### src/rtl/rv_timer_pkg.sv
// Shared register map, CTRL layout and bus constants for the MMIO timer.
// Latency: n/a (declarations only).
// Backpressure: n/a (declarations only).
package rv_timer_pkg;

  // Register offsets within the 256-byte window (word aligned).
  localparam logic [7:0] TMR_CTRL   = 8'h00;
  localparam logic [7:0] TMR_PSC    = 8'h04;
  localparam logic [7:0] TMR_ARR    = 8'h08;
  localparam logic [7:0] TMR_CNT    = 8'h0C;
  localparam logic [7:0] TMR_STATUS = 8'h10;
  localparam logic [7:0] TMR_CMP    = 8'h14;

  // CTRL bit positions as seen on the bus.
  localparam int CTRL_EN_BIT      = 0;
  localparam int CTRL_IRQ_EN_BIT  = 1;
  localparam int CTRL_ONESHOT_BIT = 2;

  // STATUS bit position of the update flag.
  localparam int STATUS_UIF_BIT = 0;

  // funct3 encoding of a full-word store (SW).
  localparam logic [2:0] FUNCT3_SW = 3'b010;

  typedef struct packed {
    logic oneshot;
    logic irq_en;
    logic en;
  } tmr_ctrl_t;

  // Unpack a bus word into the CTRL fields; upper bits are discarded.
  function automatic tmr_ctrl_t ctrl_from_word(input logic [31:0] w);
    tmr_ctrl_t c;
    c.en      = w[CTRL_EN_BIT];
    c.irq_en  = w[CTRL_IRQ_EN_BIT];
    c.oneshot = w[CTRL_ONESHOT_BIT];
    return c;
  endfunction

  // Pack CTRL fields into a bus word; unused bits read as zero.
  function automatic logic [31:0] ctrl_to_word(input tmr_ctrl_t c);
    logic [31:0] w;
    w                   = '0;
    w[CTRL_EN_BIT]      = c.en;
    w[CTRL_IRQ_EN_BIT]  = c.irq_en;
    w[CTRL_ONESHOT_BIT] = c.oneshot;
    return w;
  endfunction

endpackage

### src/rtl/timer_prescaler.sv
// Divides clk by (psc+1) while enabled, emitting a one-cycle tick at terminal count.
// Latency: tick is combinational from the registered divider count; count updates each edge.
// Backpressure: none; a psc write restarts the divider from zero.
module timer_prescaler (
  input  logic        clk,
  input  logic        reset,
  input  logic        en,
  input  logic [15:0] psc,
  input  logic        psc_wr,
  output logic        tick
);

  logic [15:0] psc_cnt_q;
  logic [15:0] psc_cnt_d;

  assign tick = en & (psc_cnt_q == psc);

  // Next divider count: advance while enabled, restart on tick, disable or PSC rewrite.
  always_comb begin
    psc_cnt_d = psc_cnt_q + 16'd1;
    if (psc_wr || !en || tick) begin
      psc_cnt_d = '0;
    end
  end

  // Divider count register with synchronous reset.
  always_ff @(posedge clk) begin
    if (reset) begin
      psc_cnt_q <= '0;
    end else begin
      psc_cnt_q <= psc_cnt_d;
    end
  end

endmodule

### src/rtl/rv32i_mmio_timer.sv
// Memory-mapped 32-bit auto-reload timer on the RV32I data port; optional PWM via RV_TIMER_PWM_EN.
// Latency: reads are combinational (0 cycles); SW stores take effect on the same edge.
// Backpressure: none; the bus never stalls, sub-word stores to the window are dropped.
module rv32i_mmio_timer
  import rv_timer_pkg::*;
#(
  parameter logic [31:0] BASE_ADDR = 32'h1000_0000,
  parameter logic [31:0] ARR_RESET = 32'hFFFF_FFFF
) (
  input  logic        clk,
  input  logic        reset,
  input  logic        d_wr_en,
  input  logic [31:0] dAddr,
  input  logic [2:0]  mem_funct3,
  input  logic [31:0] dWdata,
  output logic        sel,
  output logic [31:0] rdata,
  output logic        irq,
  output logic        pwm_o
);

  // Architectural state.
  tmr_ctrl_t   ctrl_q, ctrl_d;
  logic [15:0] psc_q,  psc_d;
  logic [31:0] arr_q,  arr_d;
  logic [31:0] cnt_q,  cnt_d;
  logic        uif_q,  uif_d;

  // Bus decode.
  logic [7:0]  off;
  logic        wr_sw;
  logic        wr_ctrl, wr_psc, wr_arr, wr_cnt, wr_status;
  logic        unused_addr_lsb;

  // Counter control.
  logic        tick;
  logic        update;

  // Read-back of the compare register (zero when PWM is not built).
  logic [31:0] cmp_rd;

  // Byte lanes inside a word are irrelevant: the window is word-addressed only.
  assign off             = {dAddr[7:2], 2'b00};
  assign unused_addr_lsb = ^dAddr[1:0];

  assign sel   = (dAddr[31:8] == BASE_ADDR[31:8]);
  assign wr_sw = sel & d_wr_en & (mem_funct3 == FUNCT3_SW);

  assign wr_ctrl   = wr_sw & (off == TMR_CTRL);
  assign wr_psc    = wr_sw & (off == TMR_PSC);
  assign wr_arr    = wr_sw & (off == TMR_ARR);
  assign wr_cnt    = wr_sw & (off == TMR_CNT);
  assign wr_status = wr_sw & (off == TMR_STATUS);

  timer_prescaler u_prescaler (
    .clk    (clk),
    .reset  (reset),
    .en     (ctrl_q.en),
    .psc    (psc_q),
    .psc_wr (wr_psc),
    .tick   (tick)
  );

  // Reload happens when a tick finds CNT at or past ARR, so lowering ARR below
  // the running count reloads on the next tick instead of wrapping through 2^32.
  assign update = tick & (cnt_q >= arr_q);

  assign irq = uif_q & ctrl_q.irq_en;

  // Next-state for the register file and counter; software writes are applied
  // last so they override hardware updates, except UIF where the set wins.
  always_comb begin
    ctrl_d = ctrl_q;
    psc_d  = psc_q;
    arr_d  = arr_q;
    cnt_d  = cnt_q;
    uif_d  = uif_q;

    if (update && ctrl_q.oneshot) begin
      ctrl_d.en = 1'b0;
    end
    if (wr_ctrl) begin
      ctrl_d = ctrl_from_word(dWdata);
    end

    if (wr_psc) begin
      psc_d = dWdata[15:0];
    end

    if (wr_arr) begin
      arr_d = dWdata;
    end

    if (tick) begin
      cnt_d = update ? 32'd0 : (cnt_q + 32'd1);
    end
    if (wr_cnt) begin
      cnt_d = dWdata;
    end

    if (wr_status && dWdata[STATUS_UIF_BIT]) begin
      uif_d = 1'b0;
    end
    if (update) begin
      uif_d = 1'b1;
    end
  end

  // Register file and counter flops; reset overrides any same-edge write.
  always_ff @(posedge clk) begin
    if (reset) begin
      ctrl_q <= '0;
      psc_q  <= '0;
      arr_q  <= ARR_RESET;
      cnt_q  <= '0;
      uif_q  <= 1'b0;
    end else begin
      ctrl_q <= ctrl_d;
      psc_q  <= psc_d;
      arr_q  <= arr_d;
      cnt_q  <= cnt_d;
      uif_q  <= uif_d;
    end
  end

`ifdef RV_TIMER_PWM_EN
  logic        wr_cmp;
  logic [31:0] cmp_q, cmp_d;
  logic        pwm_q, pwm_d;

  assign wr_cmp = wr_sw & (off == TMR_CMP);

  // Compare register update and PWM level from pre-edge EN/CNT (one-cycle lag).
  always_comb begin
    cmp_d = cmp_q;
    if (wr_cmp) begin
      cmp_d = dWdata;
    end
    pwm_d = ctrl_q.en & (cnt_q < cmp_q);
  end

  // Compare and PWM output flops.
  always_ff @(posedge clk) begin
    if (reset) begin
      cmp_q <= '0;
      pwm_q <= 1'b0;
    end else begin
      cmp_q <= cmp_d;
      pwm_q <= pwm_d;
    end
  end

  assign cmp_rd = cmp_q;
  assign pwm_o  = pwm_q;
`else
  assign cmp_rd = '0;
  assign pwm_o  = 1'b0;
`endif

  // Read mux: full word regardless of access width; zero outside the window.
  always_comb begin
    rdata = '0;
    if (sel) begin
      case (off)
        TMR_CTRL:   rdata = ctrl_to_word(ctrl_q);
        TMR_PSC:    rdata = {16'd0, psc_q};
        TMR_ARR:    rdata = arr_q;
        TMR_CNT:    rdata = cnt_q;
        TMR_STATUS: rdata = {31'd0, uif_q};
        TMR_CMP:    rdata = cmp_rd;
        default:    rdata = '0;
      endcase
    end
  end

endmodule

### config.mk
export PLATFORM = sky130hd
export DESIGN_NAME = rv32i_mmio_timer
export DESIGN_NICKNAME = d
export VERILOG_FILES = /design/src/rtl/rv_timer_pkg.sv /design/src/rtl/timer_prescaler.sv /design/src/rtl/rv32i_mmio_timer.sv
export SDC_FILE = /design/constraint.sdc
export NUM_CORES = 1
export LEC_CHECK = 0
export BUFFER_PORTS_ARGS = -buffer_cell sky130_fd_sc_hd__buf_2
export CAP_MARGIN = 30
export CORE_ASPECT_RATIO = 1.2
export CORE_UTILIZATION = 57
export CTS_CLUSTER_DIAMETER = 30
export CTS_CLUSTER_SIZE = 20
export DETAILED_ROUTE_END_ITERATION = 12
export GPL_ROUTABILITY_DRIVEN = 0
export PLACE_DENSITY = 0.81
export SKIP_LAST_GASP = 1
export SLEW_MARGIN = 20
export SYNTH_ARGS = -nofsm -noshare
export SYNTH_HDL_FRONTEND = slang
export SYNTH_SLANG_ARGS = --single-unit
### constraint.sdc
create_clock -name clk -period 3.95 [get_ports clk]
set_input_delay 0 -clock clk [delete_from_list [all_inputs] [get_ports clk]]
set_output_delay 0 -clock clk [all_outputs]
set_load 0.03 [all_outputs]
==> metrics.yaml <==
run_status:
  outcome: "complete, no violations"
power_and_ir_drop:
  leakage_uw: 0.003315
  power_uw: 2210
  p_per_area_nw_per_um2: 295.1
  ir_drop_v: 0.0001859
synthesis:
  async_reset_ff_frac: 0
  ys_types: 57
  synth-main-ff-cell: "dfxtp_1"
  synth_edf_count: 0
  synth_nets: 908
  yosys_warnings: 0
  syn_area_per_cell_um2: 7.739
  syn_area_um2: 6222
  ys_seq_elements: 100
  netlist_instances: 804
  yosysSeqAreaShare: 0.3217
cells_and_area:
  utilization: 0.7089
  regArea_um2: 2002
  final_cells: 1054
  num-fill-cells: 796
  multi_input_area_um2: 3880
  antennaDiodeCount: 0
  drive_gt1_frac: 0.1611
  area_growth_pct: 20.39
  final_nets: 1025
worst_hold_path:
  hold_depth: 4
  hp-class: "input port to flip-flop"
  hp-start: "dAddr[4]"
place:
  dp.final_hpwl_um: 12890
  port_buffers: 101
  dpl_worst_slack_ps: 786.4
  place_inst: 1007
floorplanning:
  core_um2: 10570
  initial_core_util: 0.5888
  io_pins: 105
  die_h_um: 116.5
  die_w_um: 97.38
  die_area_um2: 11340
  num_rows: 41
clock_network:
  cts_buffers: 9
  cts.clk_slew.worst_paths_ps: 70
  insertion_delay_ps: 350
  cts_resized: 0
  clock_path_buffers: 2
  cts_tree: "done"
  cts_root_buffer: "clkbuf_16"
  htreeDepth: 3
  clock-sinks: 100
critical_path:
  crit_slowest_cell: "or4_4"
  arrival_ps: 3580
  cp-endpoint: "cnt_q[16]"
  reg2reg_from: "cnt_q[2]"
  startpoint_type: "flip-flop"
  slowest_delay_ps: 520
  critPathCaptureType: "flip-flop"
  worstPathRequired_ps: 4240
  r2r_cells: 10
  crit_start: "cnt_q[2]"
  path_max_fanout: 12
  r2r-end: "cnt_q[16]"
  crit_chain: "ha_1 -> a211o_1 -> a31oi_1 -> or4_1 -> a31oi_1 -> or3b_1 -> buf_4 -> or4_4 -> or4_1 -> nand3_1"
  path_class: "flip-flop to flip-flop"
  rrSetupSlack_ps: 660
job:
  maxCapViolCount: 0
detailed_routing:
  drc_errors: 0
  wl_per_cell_um: 17.09
  drt_iter0_drc: 504
  via_per_inst: 6.146
  routed_wl_um: 18010
  ant_nets: 0
  dr.pass1.iters: 6
  vias: 6478
global_route:
  gr-total-overflow: 0
  grt_max_degree: 49
  grt_pass1_vias: 6096
  grtUsageTotal: 0.3137
  grt_pass1_wl_um: 28610
  antenna_found_initial: 0
timing:
  fmax_mhz: 304.4
  period_share: 0.8318
  period_minus_slack_ps: 3286
  rsz0062_at_grt: "no"
  finalHoldViolations: 0
  maxSlewHeadroom: 0.5017
  fin_skew_ps: 8.269
  setup_viol: 0
  setup_ws_ps: 664.3
  setup_tns_ps: 0
  slew_viol_final: 0
  worst_pin_slew_ps: 744.7
## final cells by class
| cell class | count | area share |
|---|---|---|
| Clock buffer | 11 | 0.03240 |
| Clock inverter | 4 | 0.01303 |
| Inverter | 41 | 0.02054 |
| Multi-Input combinational cell | 619 | 0.5180 |
| Sequential cell | 100 | 0.2672 |
| Tap cell | 129 | 0.02155 |
| Timing Repair Buffer | 150 | 0.1273 |
## stage by stage
| step | hold WS [ps] | cell area [um^2] |
|---|---|---|
| finish | 83.04 | 7491 |
| global placement | 224.7 | 6830 |
| detailed placement | 227.8 | 6830 |
| global route | 93.54 | 7491 |
| CTS | 70.58 | 7491 |
| floorplan | 117.8 | 6222 |
## layout by cell type (no fill, tap or decap), drive strengths merged, types with 8 or more instances in the layout
cell / instances
ha: 34
nand4: 13
clkbuf: 11
nand2: 97
nor4: 29
a21oi: 46
mux2i: 17
nor3: 17
o21ai: 38
nor2: 101
buf: 118
nand2b: 9
inv: 41
a211o: 38
dlygate4sd3: 32
or4: 8
a22oi: 24
xnor2: 16
xor2: 17
dfxtp: 100
nand3: 33
## metal layers
metal / up-vias / track usage / routed length, um
li1: 3107 / - / -
met1: 3049 / 0.3609 / 7085
met2: 251 / 0.5646 / 9096
met3: 71 / 0.04189 / 996
met4: 0 / 0.1794 / 835
met5: - / 0 / 0
## cells by family (layout without fill, tap and decap cells)
kind of cell    Yosys count  count (layout)  synth area share
flops                   100             100            0.3217
compound gates          169             169            0.1778
mux                      21              21           0.04001
other cells               1               1         0.0006027
buf+inv                  85             206           0.05731
simple gates            361             361            0.2878
xor+xnor                 33              33           0.04645
fa+ha+maj                34              34           0.06837
## power breakdown
part	internal (uW)	switching (uW)	total, uW	leakage [uW]
logic	79.2	85.2	164	0.00235
registers	1020	15.1	1030	0.000807
clock network	633	382	1010	0.000162
total	1730	482	2210	0.00331
## worst min path at each step
| stage | to |
|---|---|
| finish | uif_q |
| global placement | arr_q[18] |
| CTS | uif_q |
| floorplan | cnt_q[10] |
| global route | uif_q |
| detailed placement | arr_q[20] |
## sequential cells by signal (all words and copies together) (netlist names)
name and cells:
ctrl_q 3, arr_q 32, psc_q 16, uif_q 1
cnt_q 32, u_prescaler.psc_cnt_q 16
## repair_timing
action	in CTS	in global routing
buffers inserted	0	0
hold endpoints to repair	81	0
hold buffers	32	0
## synth_stat cells, types with 9 or more instances
library cell	instances	area (um^2)
dfxtp_1	100	2002
nor2_1	100	375.4
nand2_1	97	364.1
a21oi_1	46	230.2
inv_1	41	153.9
a211o_1	38	332.8
o21ai_0	37	185.2
ha_1	34	425.4
nand3_1	33	165.2
nor4_1	29	181.4
clkbuf_1	26	97.59
a22oi_1	24	180.2
mux2i_1	17	170.2
nor3_1	17	85.08
xor2_1	17	148.9
xnor2_1	16	140.1
nand4_1	13	81.33
buf_2	9	45.04
nand2b_1	9	56.30
## critical path, delay by kind of cell, from the launching register on
family | cells | cell delay, ps
buffers and inverters | 1 | 200
flip-flops | 1 | 460
adder cells (fa/ha/maj) | 1 | 300
AO/OA/AOI/OAI | 3 | 570
AND/OR/NAND/NOR | 5 | 1690
(Power assumes the default switching activity.)
